`config.mk`:
```
export PLATFORM = sky130hd
export DESIGN_NAME = i2c_target_responder
export DESIGN_NICKNAME = d
export VERILOG_FILES = /design/src/rtl/i2c_target_pkg.sv /design/src/rtl/i2c_bus_monitor.sv /design/src/rtl/i2c_target_responder.sv
export SDC_FILE = /design/constraint.sdc
export NUM_CORES = 1
export LEC_CHECK = 0
export BUFFER_PORTS_ARGS = -buffer_cell sky130_fd_sc_hd__buf_2
export CAP_MARGIN = 10
export CORE_MARGIN = 4
export CORE_UTILIZATION = 45
export DETAILED_ROUTE_END_ITERATION = 8
export SKIP_CTS_REPAIR_TIMING = 1
export SLEW_MARGIN = 20
export SYNTH_ARGS = -nofsm -noshare
export SYNTH_HDL_FRONTEND = slang
export SYNTH_SLANG_ARGS = --single-unit
```
`constraint.sdc`:
```
create_clock -name core_clk -period 6 [get_ports core_clk]
set_clock_uncertainty 0.15 [all_clocks]
set_input_delay 1.2 -clock core_clk [delete_from_list [all_inputs] [get_ports core_clk]]
set_output_delay 1.2 -clock core_clk [all_outputs]
set_load 0.01 [all_outputs]
```
`src/rtl/i2c_target_pkg.sv`:
```
// Shared types and defaults for the I2C target responder.
package i2c_target_pkg;

  localparam logic [6:0] DEFAULT_TARGET_ADDR = 7'h50;

  typedef enum logic [2:0] {
    IDLE,
    ADDR,
    ADDR_ACK,
    WR_BYTE,
    WR_ACK,
    RD_BYTE,
    RD_ACK,
    IGNORE
  } state_e;

endpackage

```
`src/rtl/i2c_bus_monitor.sv`:
```
// Synchronizes SCL/SDA into the core clock and flags SCL edges plus START/STOP.
module i2c_bus_monitor (
  input  logic i_clk,
  input  logic i_rst,
  input  logic i_scl,
  input  logic i_sda,
  output logic o_sda,
  output logic o_scl_rise_c,
  output logic o_scl_fall_c,
  output logic o_start_c,
  output logic o_stop_c
);

  logic r_scl_meta;
  logic r_scl_sync;
  logic r_scl_prev;
  logic r_sda_meta;
  logic r_sda_sync;
  logic r_sda_prev;

  // Idle bus level is high, so every flop resets to 1 to avoid a false edge.
  always_ff @(posedge i_clk or posedge i_rst) begin
    if (i_rst) begin
      r_scl_meta <= 1'b1;
      r_scl_sync <= 1'b1;
      r_scl_prev <= 1'b1;
      r_sda_meta <= 1'b1;
      r_sda_sync <= 1'b1;
      r_sda_prev <= 1'b1;
    end else begin
      r_scl_meta <= i_scl;
      r_scl_sync <= r_scl_meta;
      r_scl_prev <= r_scl_sync;
      r_sda_meta <= i_sda;
      r_sda_sync <= r_sda_meta;
      r_sda_prev <= r_sda_sync;
    end
  end

  assign o_sda        = r_sda_sync;
  assign o_scl_rise_c = r_scl_sync & ~r_scl_prev;
  assign o_scl_fall_c = ~r_scl_sync & r_scl_prev;
  assign o_start_c    = r_scl_sync & r_scl_prev & r_sda_prev & ~r_sda_sync;
  assign o_stop_c     = r_scl_sync & r_scl_prev & ~r_sda_prev & r_sda_sync;

endmodule

```
`src/rtl/i2c_target_responder.sv`:
```
// I2C target with a small register file: pointer-then-data writes, sequential reads.
module i2c_target_responder
  import i2c_target_pkg::*;
#(
  parameter logic [6:0]  TARGET_ADDR = DEFAULT_TARGET_ADDR,
  parameter int unsigned REG_DEPTH   = 8
) (
  input  logic                         core_clk,
  input  logic                         core_rst,
  input  logic                         scl_i,
  input  logic                         sda_i,
  output logic                         sda_oe,
  output logic                         busy,
  output logic                         wr_strobe,
  output logic [$clog2(REG_DEPTH)-1:0] wr_addr,
  output logic [7:0]                   wr_data
);

  localparam int unsigned PW = $clog2(REG_DEPTH);

  logic w_sda;
  logic w_scl_rise;
  logic w_scl_fall;
  logic w_start;
  logic w_stop;
  logic [7:0] w_byte;

  state_e        r_state;
  logic          r_fall_d;
  logic [3:0]    r_bit_cnt;
  logic [6:0]    r_shift;
  logic [PW-1:0] r_ptr;
  logic          r_rw;
  logic          r_first;
  logic          r_phase;
  logic          r_mack;
  logic [7:0]    r_regs [REG_DEPTH];

  i2c_bus_monitor u_mon (
    .i_clk        (core_clk),
    .i_rst        (core_rst),
    .i_scl        (scl_i),
    .i_sda        (sda_i),
    .o_sda        (w_sda),
    .o_scl_rise_c (w_scl_rise),
    .o_scl_fall_c (w_scl_fall),
    .o_start_c    (w_start),
    .o_stop_c     (w_stop)
  );

  // Byte completed by the bit arriving on this SCL rise.
  assign w_byte = {r_shift, w_sda};

  // SDA only changes on r_fall_d so it is stable well before the next SCL rise.
  always_ff @(posedge core_clk or posedge core_rst) begin
    if (core_rst) begin
      r_state   <= IDLE;
      r_fall_d  <= 1'b0;
      r_bit_cnt <= '0;
      r_shift   <= '0;
      r_ptr     <= '0;
      r_rw      <= 1'b0;
      r_first   <= 1'b0;
      r_phase   <= 1'b0;
      r_mack    <= 1'b0;
      sda_oe    <= 1'b0;
      busy      <= 1'b0;
      wr_strobe <= 1'b0;
      wr_addr   <= '0;
      wr_data   <= '0;
      for (int i = 0; i < int'(REG_DEPTH); i++) r_regs[i] <= '0;
    end else begin
      wr_strobe <= 1'b0;
      r_fall_d  <= w_scl_fall;
      if (w_stop) begin
        r_state <= IDLE;
        sda_oe  <= 1'b0;
        busy    <= 1'b0;
      end else if (w_start) begin
        r_state   <= ADDR;
        r_bit_cnt <= '0;
        sda_oe    <= 1'b0;
      end else begin
        case (r_state)
          ADDR: begin
            if (w_scl_rise) begin
              r_shift   <= w_byte[6:0];
              r_bit_cnt <= r_bit_cnt + 4'd1;
              if (r_bit_cnt == 4'd7) begin
                r_phase <= 1'b0;
                if (w_byte[7:1] == TARGET_ADDR) begin
                  r_state <= ADDR_ACK;
                  r_rw    <= w_sda;
                  busy    <= 1'b1;
                end else begin
                  r_state <= IGNORE;
                end
              end
            end
          end
          // First fall starts the ACK pull-down, second fall ends the 9th period.
          ADDR_ACK: begin
            if (r_fall_d) begin
              if (!r_phase) begin
                sda_oe  <= 1'b1;
                r_phase <= 1'b1;
              end else begin
                r_phase   <= 1'b0;
                r_bit_cnt <= '0;
                if (r_rw) begin
                  r_state <= RD_BYTE;
                  r_shift <= r_regs[r_ptr][6:0];
                  sda_oe  <= ~r_regs[r_ptr][7];
                end else begin
                  r_state <= WR_BYTE;
                  r_first <= 1'b1;
                  sda_oe  <= 1'b0;
                end
              end
            end
          end
          WR_BYTE: begin
            if (w_scl_rise) begin
              r_shift   <= w_byte[6:0];
              r_bit_cnt <= r_bit_cnt + 4'd1;
              if (r_bit_cnt == 4'd7) begin
                r_state <= WR_ACK;
                r_phase <= 1'b0;
                if (r_first) begin
                  r_ptr   <= w_byte[PW-1:0];
                  r_first <= 1'b0;
                end else begin
                  r_regs[r_ptr] <= w_byte;
                  wr_strobe     <= 1'b1;
                  wr_addr       <= r_ptr;
                  wr_data       <= w_byte;
                  r_ptr         <= r_ptr + PW'(1);
                end
              end
            end
          end
          WR_ACK: begin
            if (r_fall_d) begin
              if (!r_phase) begin
                sda_oe  <= 1'b1;
                r_phase <= 1'b1;
              end else begin
                sda_oe    <= 1'b0;
                r_phase   <= 1'b0;
                r_bit_cnt <= '0;
                r_state   <= WR_BYTE;
              end
            end
          end
          RD_BYTE: begin
            if (w_scl_rise) begin
              r_bit_cnt <= r_bit_cnt + 4'd1;
              if (r_bit_cnt == 4'd7) begin
                r_ptr   <= r_ptr + PW'(1);
                r_state <= RD_ACK;
                r_phase <= 1'b0;
                r_mack  <= 1'b0;
              end
            end else if (r_fall_d) begin
              r_shift <= {r_shift[5:0], 1'b0};
              sda_oe  <= ~r_shift[6];
            end
          end
          // Release for the master's bit; an ACK reloads on the next fall.
          RD_ACK: begin
            if (r_fall_d && !r_phase) begin
              sda_oe  <= 1'b0;
              r_phase <= 1'b1;
            end else if (w_scl_rise && r_phase) begin
              if (w_sda) r_state <= IGNORE;
              else       r_mack  <= 1'b1;
            end else if (r_fall_d && r_mack) begin
              r_state   <= RD_BYTE;
              r_mack    <= 1'b0;
              r_phase   <= 1'b0;
              r_bit_cnt <= '0;
              r_shift   <= r_regs[r_ptr][6:0];
              sda_oe    <= ~r_regs[r_ptr][7];
            end
          end
          default: sda_oe <= 1'b0;
        endcase
      end
    end
  end

endmodule

```
After elaboration in Yosys (flattened, before gate mapping). Cells that the tools add are included.

Output and inout port bits: 14. Register bits after elaboration: 106. Word-level logic and storage cells: 221. Input port bits: 4.

Order comparisons: 2. Bitwise operators: 17. Equal/unequal tests: 54. Reductions and logical operators: 30. Mux-type cells: 88. Add/subtract/negate cells: 2.

Operators by type and width (number): $mux 3 (23); $bwmux 64 (1); $mux 7 (9); $ne 4x2->1 const B (13); $mux 1 (35); $reduce_and 8->1 (4); $mux 4 (7); $ne 2x2->1 const B (14); $pmux 7 s4 (1); $bmux 8 s3 (1); $demux 8 s3 (1); $mux 8 (3); $pmux 3 s6 (1); $ne 5x3->1 const B (3); $reduce_and 14->1 (1); $reduce_and 7->1 (2); $reduce_bool 2->1 (7); $ne 3x1->1 const B (4); $ne 3x3->1 const B (4); $pmux 4 s3 (1); $reduce_and 12->1 (1); $reduce_and 6->1 (2); $eq 3x3->1 const B (3); $ne 3x2->1 const B (3); other kinds (25) (49).

Longest topological paths before layout. Gate-level depths: netlist of run 1.

Word-level depth: 11. Depth in mapped cells: 9. Gate-level depth less buffers: 6.

Hierarchy. A second synthesis of run 1 with hierarchy kept.

Cell total of the unflattened synthesis: 439. Area total of the unflattened synthesis: 5256.3 um^2.

By module, submodules not included: i2c_target_responder (cells each 428, seq. area each 2502.4 um^2, area an instance 5062.4 um^2, times used 1); i2c_bus_monitor (cells each 11, seq. area each 157.7 um^2, area an instance 193.9 um^2, times used 1).

Worst setup path before layout of run 1. OpenSTA, ideal clock, no wires.

Kind: register to register. Start: register r_bit_cnt[0]. End: register r_regs[56] (netlist bit). Cell stages (with the launch flop): 10. Path slack: 3.624 ns. Path buffers: 3. Arrival time: 2.101 ns. Setup time: 0.125 ns. Data required time: 5.725 ns. Period minus slack after synthesis: 2.376 ns. Path through: dfrtp_1 -> ha_1 -> and3b_1 -> buf_2 -> nand3_4 -> or3_1 -> buf_2 -> or3_1 -> buf_6 -> mux2_4.

Cells in the longest elaborated chain, start to end: 2.

RTL lines: start, declared (RTL line i2c_target_responder.sv:30) `logic [3:0] r_bit_cnt;`; start signal, assigned (RTL line i2c_target_responder.sv:88) `r_bit_cnt <= r_bit_cnt + 4'd1;`; start signal, assigned (RTL line i2c_target_responder.sv:125) `r_bit_cnt <= r_bit_cnt + 4'd1;`; start signal, assigned (RTL line i2c_target_responder.sv:157) `r_bit_cnt <= r_bit_cnt + 4'd1;`; $eq 4x3->1 (RTL line i2c_target_responder.sv:126) `if (r_bit_cnt == 4'd7) begin`; $reduce_and 6->1 (no line); end signal, assigned by index (RTL line i2c_target_responder.sv:133) `r_regs[r_ptr] <= w_byte;`; end, declared (RTL line i2c_target_responder.sv:37) `logic [7:0] r_regs [REG_DEPTH];`.

Every way passes these cells. A chain may end at the register's enable or synchronous reset.

Final worst setup path of run 1.
Start: register r_state[1]. End: register r_regs[34] (netlist bit).

Cells in the longest elaborated chain, start to end: 2.

RTL lines: start, declared (RTL line i2c_target_responder.sv:28) `state_e r_state;`; start signal, assigned (RTL line i2c_target_responder.sv:57) `r_state <= IDLE;`; start signal, assigned (RTL line i2c_target_responder.sv:76) `r_state <= IDLE;`; start signal, assigned (RTL line i2c_target_responder.sv:80) `r_state <= ADDR;`; $eq 3x2->1 (RTL line i2c_target_responder.sv:84) `case (r_state)`; $reduce_and 6->1 (no line).

Every way passes these cells.

==> results of run 1 <==
## routing by layer
layer	vias up	wire length, um	track usage, %
met4	0	178	7.27
met5	-	0	0
met1	1790	5790	28.4
li1	1607	-	-
met3	12	467	2.82
met2	67	5340	27.2
## registers in the layout (all words and copies together) (netlist names)
register,count
u_mon.r_scl_meta,1
wr_strobe,1
u_mon.r_sda_meta,1
u_mon.r_sda_prev,1
r_bit_cnt,4
u_mon.r_scl_prev,1
wr_data,8
r_first,1
u_mon.r_scl_sync,1
r_phase,1
r_fall_d,1
r_state,3
wr_addr,3
r_ptr,3
r_rw,1
r_shift,7
busy,1
sda_oe,1
r_mack,1
r_regs,64
u_mon.o_sda,1
## final cells by class
class                   instances  area, um^2
repair buffers                 19         100
multi-input cells             297        2420
well taps                     143         179
inverters                       6        25.0
flip-flops and latches        106        2660
clock inverters                 4        32.5
clock buffers                  12         256
fillers                      1013        5750
## logic make-up (layout without fill, tap and decap cells)
kind of cell | Yosys count | in the layout | synth area share [%]
AND/OR/NAND/NOR | 124 | 124 | 12.3
flip-flops | 106 | 106 | 50.7
multiplexers | 98 | 98 | 23.4
AO/OA/AOI/OAI | 70 | 70 | 9.35
buffers and inverters | 38 | 41 | 3.20
XOR/XNOR | 3 | 3 | 0.501
adder cells (fa/ha/maj) | 2 | 2 | 0.477
## power by group through the flow
stage | sequential, W | combinational, W | clock (W)
6_report | 0.000940 | 0.000453 | 0.000577
5_1_grt | 0.000954 | 0.000511 | 0.000617
4_1_cts | 0.000935 | 0.000453 | 0.000592
3_5_place_dp | 0.000946 | 0.000450 | 0
3_3_place_gp | 0.000943 | 0.000446 | 0
2_1_floorplan | 0.000810 | 0.000468 | 0
## through the flow
| stage | area [um^2] | std cells | setup WS (ns) | total power (W) | utilization (%) |
|---|---|---|---|---|---|
| 3_3_place_gp | 5380 | 571 | 3.06 | 0.00139 | 47.1 |
| 2_1_floorplan | 5250 | 441 | 1.87 | 0.00128 | - |
| 5_1_grt | 5670 | 587 | 2.79 | 0.00208 | 49.7 |
| 6_report | 5670 | 587 | 3.00 | 0.00197 | 49.7 |
| 3_5_place_dp | 5380 | 571 | 3.02 | 0.00140 | 47.1 |
| 4_1_cts | 5670 | 587 | 2.99 | 0.00198 | 49.7 |
## worst max-delay path, stage by stage, from the launching register on
cell and delay, ns:
dfrtp_1 0.74, nand2b_1 0.14, nor3b_1 0.26, nand4_1 0.29
nor2_1 0.86, mux2_2 0.42
## layout by cell type (no fill, tap or decap), drive strengths merged, types with 4 or more instances in the layout
cell type,count
or3,7
nand3,9
nor2,21
nor3b,4
clkbuf,12
nand2b,6
a21oi,16
o21ai,13
dfstp,6
o31ai,4
buf,19
mux2,74
nand2,45
mux2i,14
nor2b,5
mux4,10
inv,7
dfrtp,100
nor3,5
## worst max path at each step
| stage | slack, ns | from | to | cells after the start |
|---|---|---|---|---|
| 2_1_floorplan | 1.87 | core_rst | busy | 1 |
| 3_3_place_gp | 3.06 | r_state[1] | r_regs[36] | 5 |
| 3_5_place_dp | 3.02 | r_state[1] | r_regs[34] | 5 |
| 4_1_cts | 2.99 | r_state[1] | r_regs[34] | 5 |
| 5_1_grt | 2.79 | r_state[1] | r_regs[35] | 5 |
| 6_report | 3.00 | r_state[1] | r_regs[34] | 5 |
==> results.toml, run 1 <==
[logic_synthesis]
synthTopCellsByCount = "100 x dfrtp_1, 66 x mux2_2, 45 x nand2_1"
netlist_area_um2 = 5250
synth-edff-count = 0
synth-seq-cells = 106
synth.avg_cell_area_um2 = 11.9
yosysWarnings = 0
synth.distinct_cells = 64
synth_top_area_cell = "dfrtp_1"
synth_ff_type = "dfrtp_1"
syn_nets = 447
synth_cells = 441
seq_area_frac_synth_pct = 50.7
synthMostInstantiatedCell = "dfrtp_1"
yosysTopAreaCellShare_pct = 47.7
synth_async_sr_flop_share_pct = 100
synth_area_leaders = "dfrtp_1 48%, mux2_2 14%, mux4_2 4.3%, nand2_1 3.2%, dfstp_2 3.0%"

[floorplanning]
io_pins = 18
die_w_um = 116
coreArea_um2 = 11400
dieHeight_um = 116
start_util_pct = 45.9
die-area_um2 = 13400
rows = 39

[clocking]
cts-root-buf = "clkbuf_16"
h-tree-depth = 3
clkSlewWorstSetupHoldPaths_ns = 0.07
numCtsBuffers = 9
cts.path.max_buffers = 2
insertion_delay_ns = 0.35
cts_tree = "built"
cts_sinks = 106

[sta]
hold_violations = 0
period_minus_slack_ns = 3.00
relSlewSlack_pct = 23.9
min_period_over_period_pct = 50.0
holdWs_ns = 0.206
drv_slew = 0
grt_setup_unrepaired = "no"
worst_pin_slew_ns = 1.14
max_freq_ghz = 0.333
tns_ns = 0
setup-violations-final = 0

[job]
drv_cap = 0

[route]
first_pass_iters = 4
drtIter0Drc = 218
route.detailed.drc = 0
detail-route-antenna-nets = 0
via_per_inst = 5.92
drt-total-wl_um = 11800
vias = 3476
avgRoutedWirePerCell_um = 20.1

[power_and_ir_drop]
clkPwrFrac_pct = 29.3
p_comb_share_pct = 23.0
pwr_density_cell_nw_per_um2 = 347
vdd_drop_max_uv = 196
swShare_pct = 35.0
pwr-share-seq_pct = 47.7
power.leakage_nw = 2.65
switchingPower_w = 0.000690
intPower_w = 0.00128

[worst_hold_path]
hold_class = "register to register"
worstHoldStart = "u_mon.r_scl_meta"
whs_path_depth = 0
holdPathEnd = "u_mon.r_scl_sync"

[setup_path]
critPathMaxFanout = 20
reg2reg_setup_slack_ns = 3.00
reg2reg_depth = 5
cp-end-kind = "register"
reg2reg_to = "r_regs[34]"
start_kind = "register"
required_ns = 6.08
worst_r2r_startpoint = "r_state[1]"
path_class = "register to register"
arrival_ns = 3.08

[final_layout]
antennaDiodeCount = 0
layout.nets = 445
synthToLayoutAreaGrowth_pct = 8.11
drive_gt1_share_pct = 30.0

[outcome]
status = "finished clean"

[grt]
track_usage_pct = 18.8
grt_pass1_wl_um = 19100
antenna_found_initial = 0
overflow = 0
grt_pass1_vias = 3413
grt_max_degree = 59

[place]
port_buffers = 17
gp_congestion = 0.875
dp_hpwl_um = 7540
Power figures use the tool's default switching activity.
==> run 2, diff against run 1 <==
==> constraint.sdc (replaced) <==
create_clock -name core_clk -period 3.05 [get_ports core_clk]
set_clock_uncertainty 0.15 [all_clocks]
set_input_delay 0.61 -clock core_clk [delete_from_list [all_inputs] [get_ports core_clk]]
set_output_delay 0.61 -clock core_clk [all_outputs]
set_load 0.01 [all_outputs]
==> run 2 against run 1 <==
Compared with the run above:
- critical path depth increased by 1
- clock-buffer cell count is 3 lower
- critical endpoint is now r_regs[57]
- clock power grew 92%
- sequential cell count unchanged
- critical path type unchanged
- highest routed layer unchanged
==> results.toml, run 2 (synthesis gave the netlist of run 1 again) <==
[setup_path]
worstPathBufferInverterCount = 0
critPathTopFamily = "simple AND/OR/NAND/NOR gates"
path_class = "register to register"
critPathMaxFanout = 8
slowest_delay_ns = 0.58
required_ns = 3.14
arrival_ns = 2.83
crit_path_frequent_cell = "or3_1"
crit_slowest_cell = "or3_1"
reg2reg_setup_slack_ns = 0.31
start_kind = "register"
cp-end-kind = "register"
worstPathCellList = "ha_1 -> and3b_1 -> nand3_4 -> or3_1 -> or3_1 -> mux2_4"

[worst_hold_path]
hold_class = "input pin to async pin"

[grt]
antenna_found_initial = 0
grt_pass1_wl_um = 20400
grt_pass1_vias = 3709
grt_max_degree = 38
overflow = 0
track_usage_pct = 20.0

[final_layout]
layout.nets = 465
n_fill_cell = 1006
final_area_um2 = 5830
final_common_cell = "dfrtp_1"
largest-register = "r_regs"
antennaDiodeCount = 0
reg.largest.list = "r_regs (64), wr_data (8), r_shift (7)"
synthToLayoutAreaGrowth_pct = 11.2
drive_gt1_share_pct = 33.2
layout_common_cells = "100 x dfrtp_1, 66 x mux2_2, 45 x nand2_1"
largest_register_ffs = 64
final_util_pct = 51.1

[power_and_ir_drop]
pwr_density_cell_nw_per_um2 = 668
vdd_drop_max_uv = 458
power.leakage_nw = 2.76

[place]
dp_hpwl_um = 8260
gp_congestion = 0.895
pre_cts_slack_ns = 0.318
port_buffers = 17
placed_area_um2 = 5550

[sta]
drv_slew = 0
period_minus_slack_ns = 2.74
grt_setup_unrepaired = "no"
max_freq_ghz = 0.365
relSlewSlack_pct = 51.7
hold_violations = 0
fin_ws_ns = 0.310
setup-violations-final = 0
min_period_over_period_pct = 89.8
worst_pin_slew_ns = 0.724
holdWs_ns = 0.208
tns_ns = 0

[floorplanning]
die_w_um = 116
coreArea_um2 = 11400
start_util_pct = 45.9
die-area_um2 = 13400
dieHeight_um = 116
io_pins = 18
rows = 39

[route]
route.detailed.drc = 0
first_pass_iters = 4
detail-route-antenna-nets = 0
drtIter0Drc = 234
vias = 3533
drt-total-wl_um = 12100
via_per_inst = 5.82
avgRoutedWirePerCell_um = 19.9

[clocking]
h-tree-depth = 3
cts_tree = "built"
clkSlewWorstSetupHoldPaths_ns = 0.07
cts_sinks = 106
numCtsBuffers = 9
cts.path.max_buffers = 2
insertion_delay_ns = 0.35
cts-root-buf = "clkbuf_16"

[outcome]
status = "finished clean"

[job]
drv_cap = 0
[run 2: cell count changes in the layout (fill, tap and decap cells not counted), sizes merged]
cell	previous run	this run
clkinv	2	5
buf	19	39
clkbuf	12	9
[run 2: worst paths after layout]
path,startpoint,endpoint,depth (start not counted)
setup / recovery,r_bit_cnt[0],r_regs[57],6
hold / removal,core_rst,wr_addr[1],2
setup reg to reg,r_bit_cnt[0],r_regs[57],6
hold reg to reg,u_mon.r_scl_meta,u_mon.r_scl_sync,0
max in group asynchronous,core_rst,u_mon.r_sda_meta,3
min in group core_clk,u_mon.r_scl_meta,u_mon.r_scl_sync,0
[run 2: metrics by stage]
stage | power [W] | cells
floorplan | 0.00252 | 441
global placement | 0.00279 | 591
detailed placement | 0.00281 | 591
CTS | 0.00393 | 607
global route | 0.00415 | 607
finish | 0.00390 | 607
[run 2: power breakdown]
| part | switching [W] | internal (W) |
|---|---|---|
| combinational | 0.000605 | 0.000440 |
| clock | 0.000545 | 0.000568 |
| sequential | 0.000229 | 0.00151 |
[run 2: cell type report]
type	count	area [um^2]	area share [%]
multi-input combinational	297	2420	41.5
timing repair buffer	39	263	4.51
inverter	6	26.3	0.451
tap	143	179	3.07
clock inverter	7	61.3	1.05
clock buffer	9	225	3.86
sequential	106	2660	45.6
[run 2: metal layers]
layer | vias up | GRT usage [%] | routed length [um]
met5 | - | 0 | 0
met4 | 0 | 8.66 | 342
met3 | 21 | 4.02 | 428
met2 | 67 | 32.0 | 5890
met1 | 1798 | 26.5 | 5410
li1 | 1647 | - | -
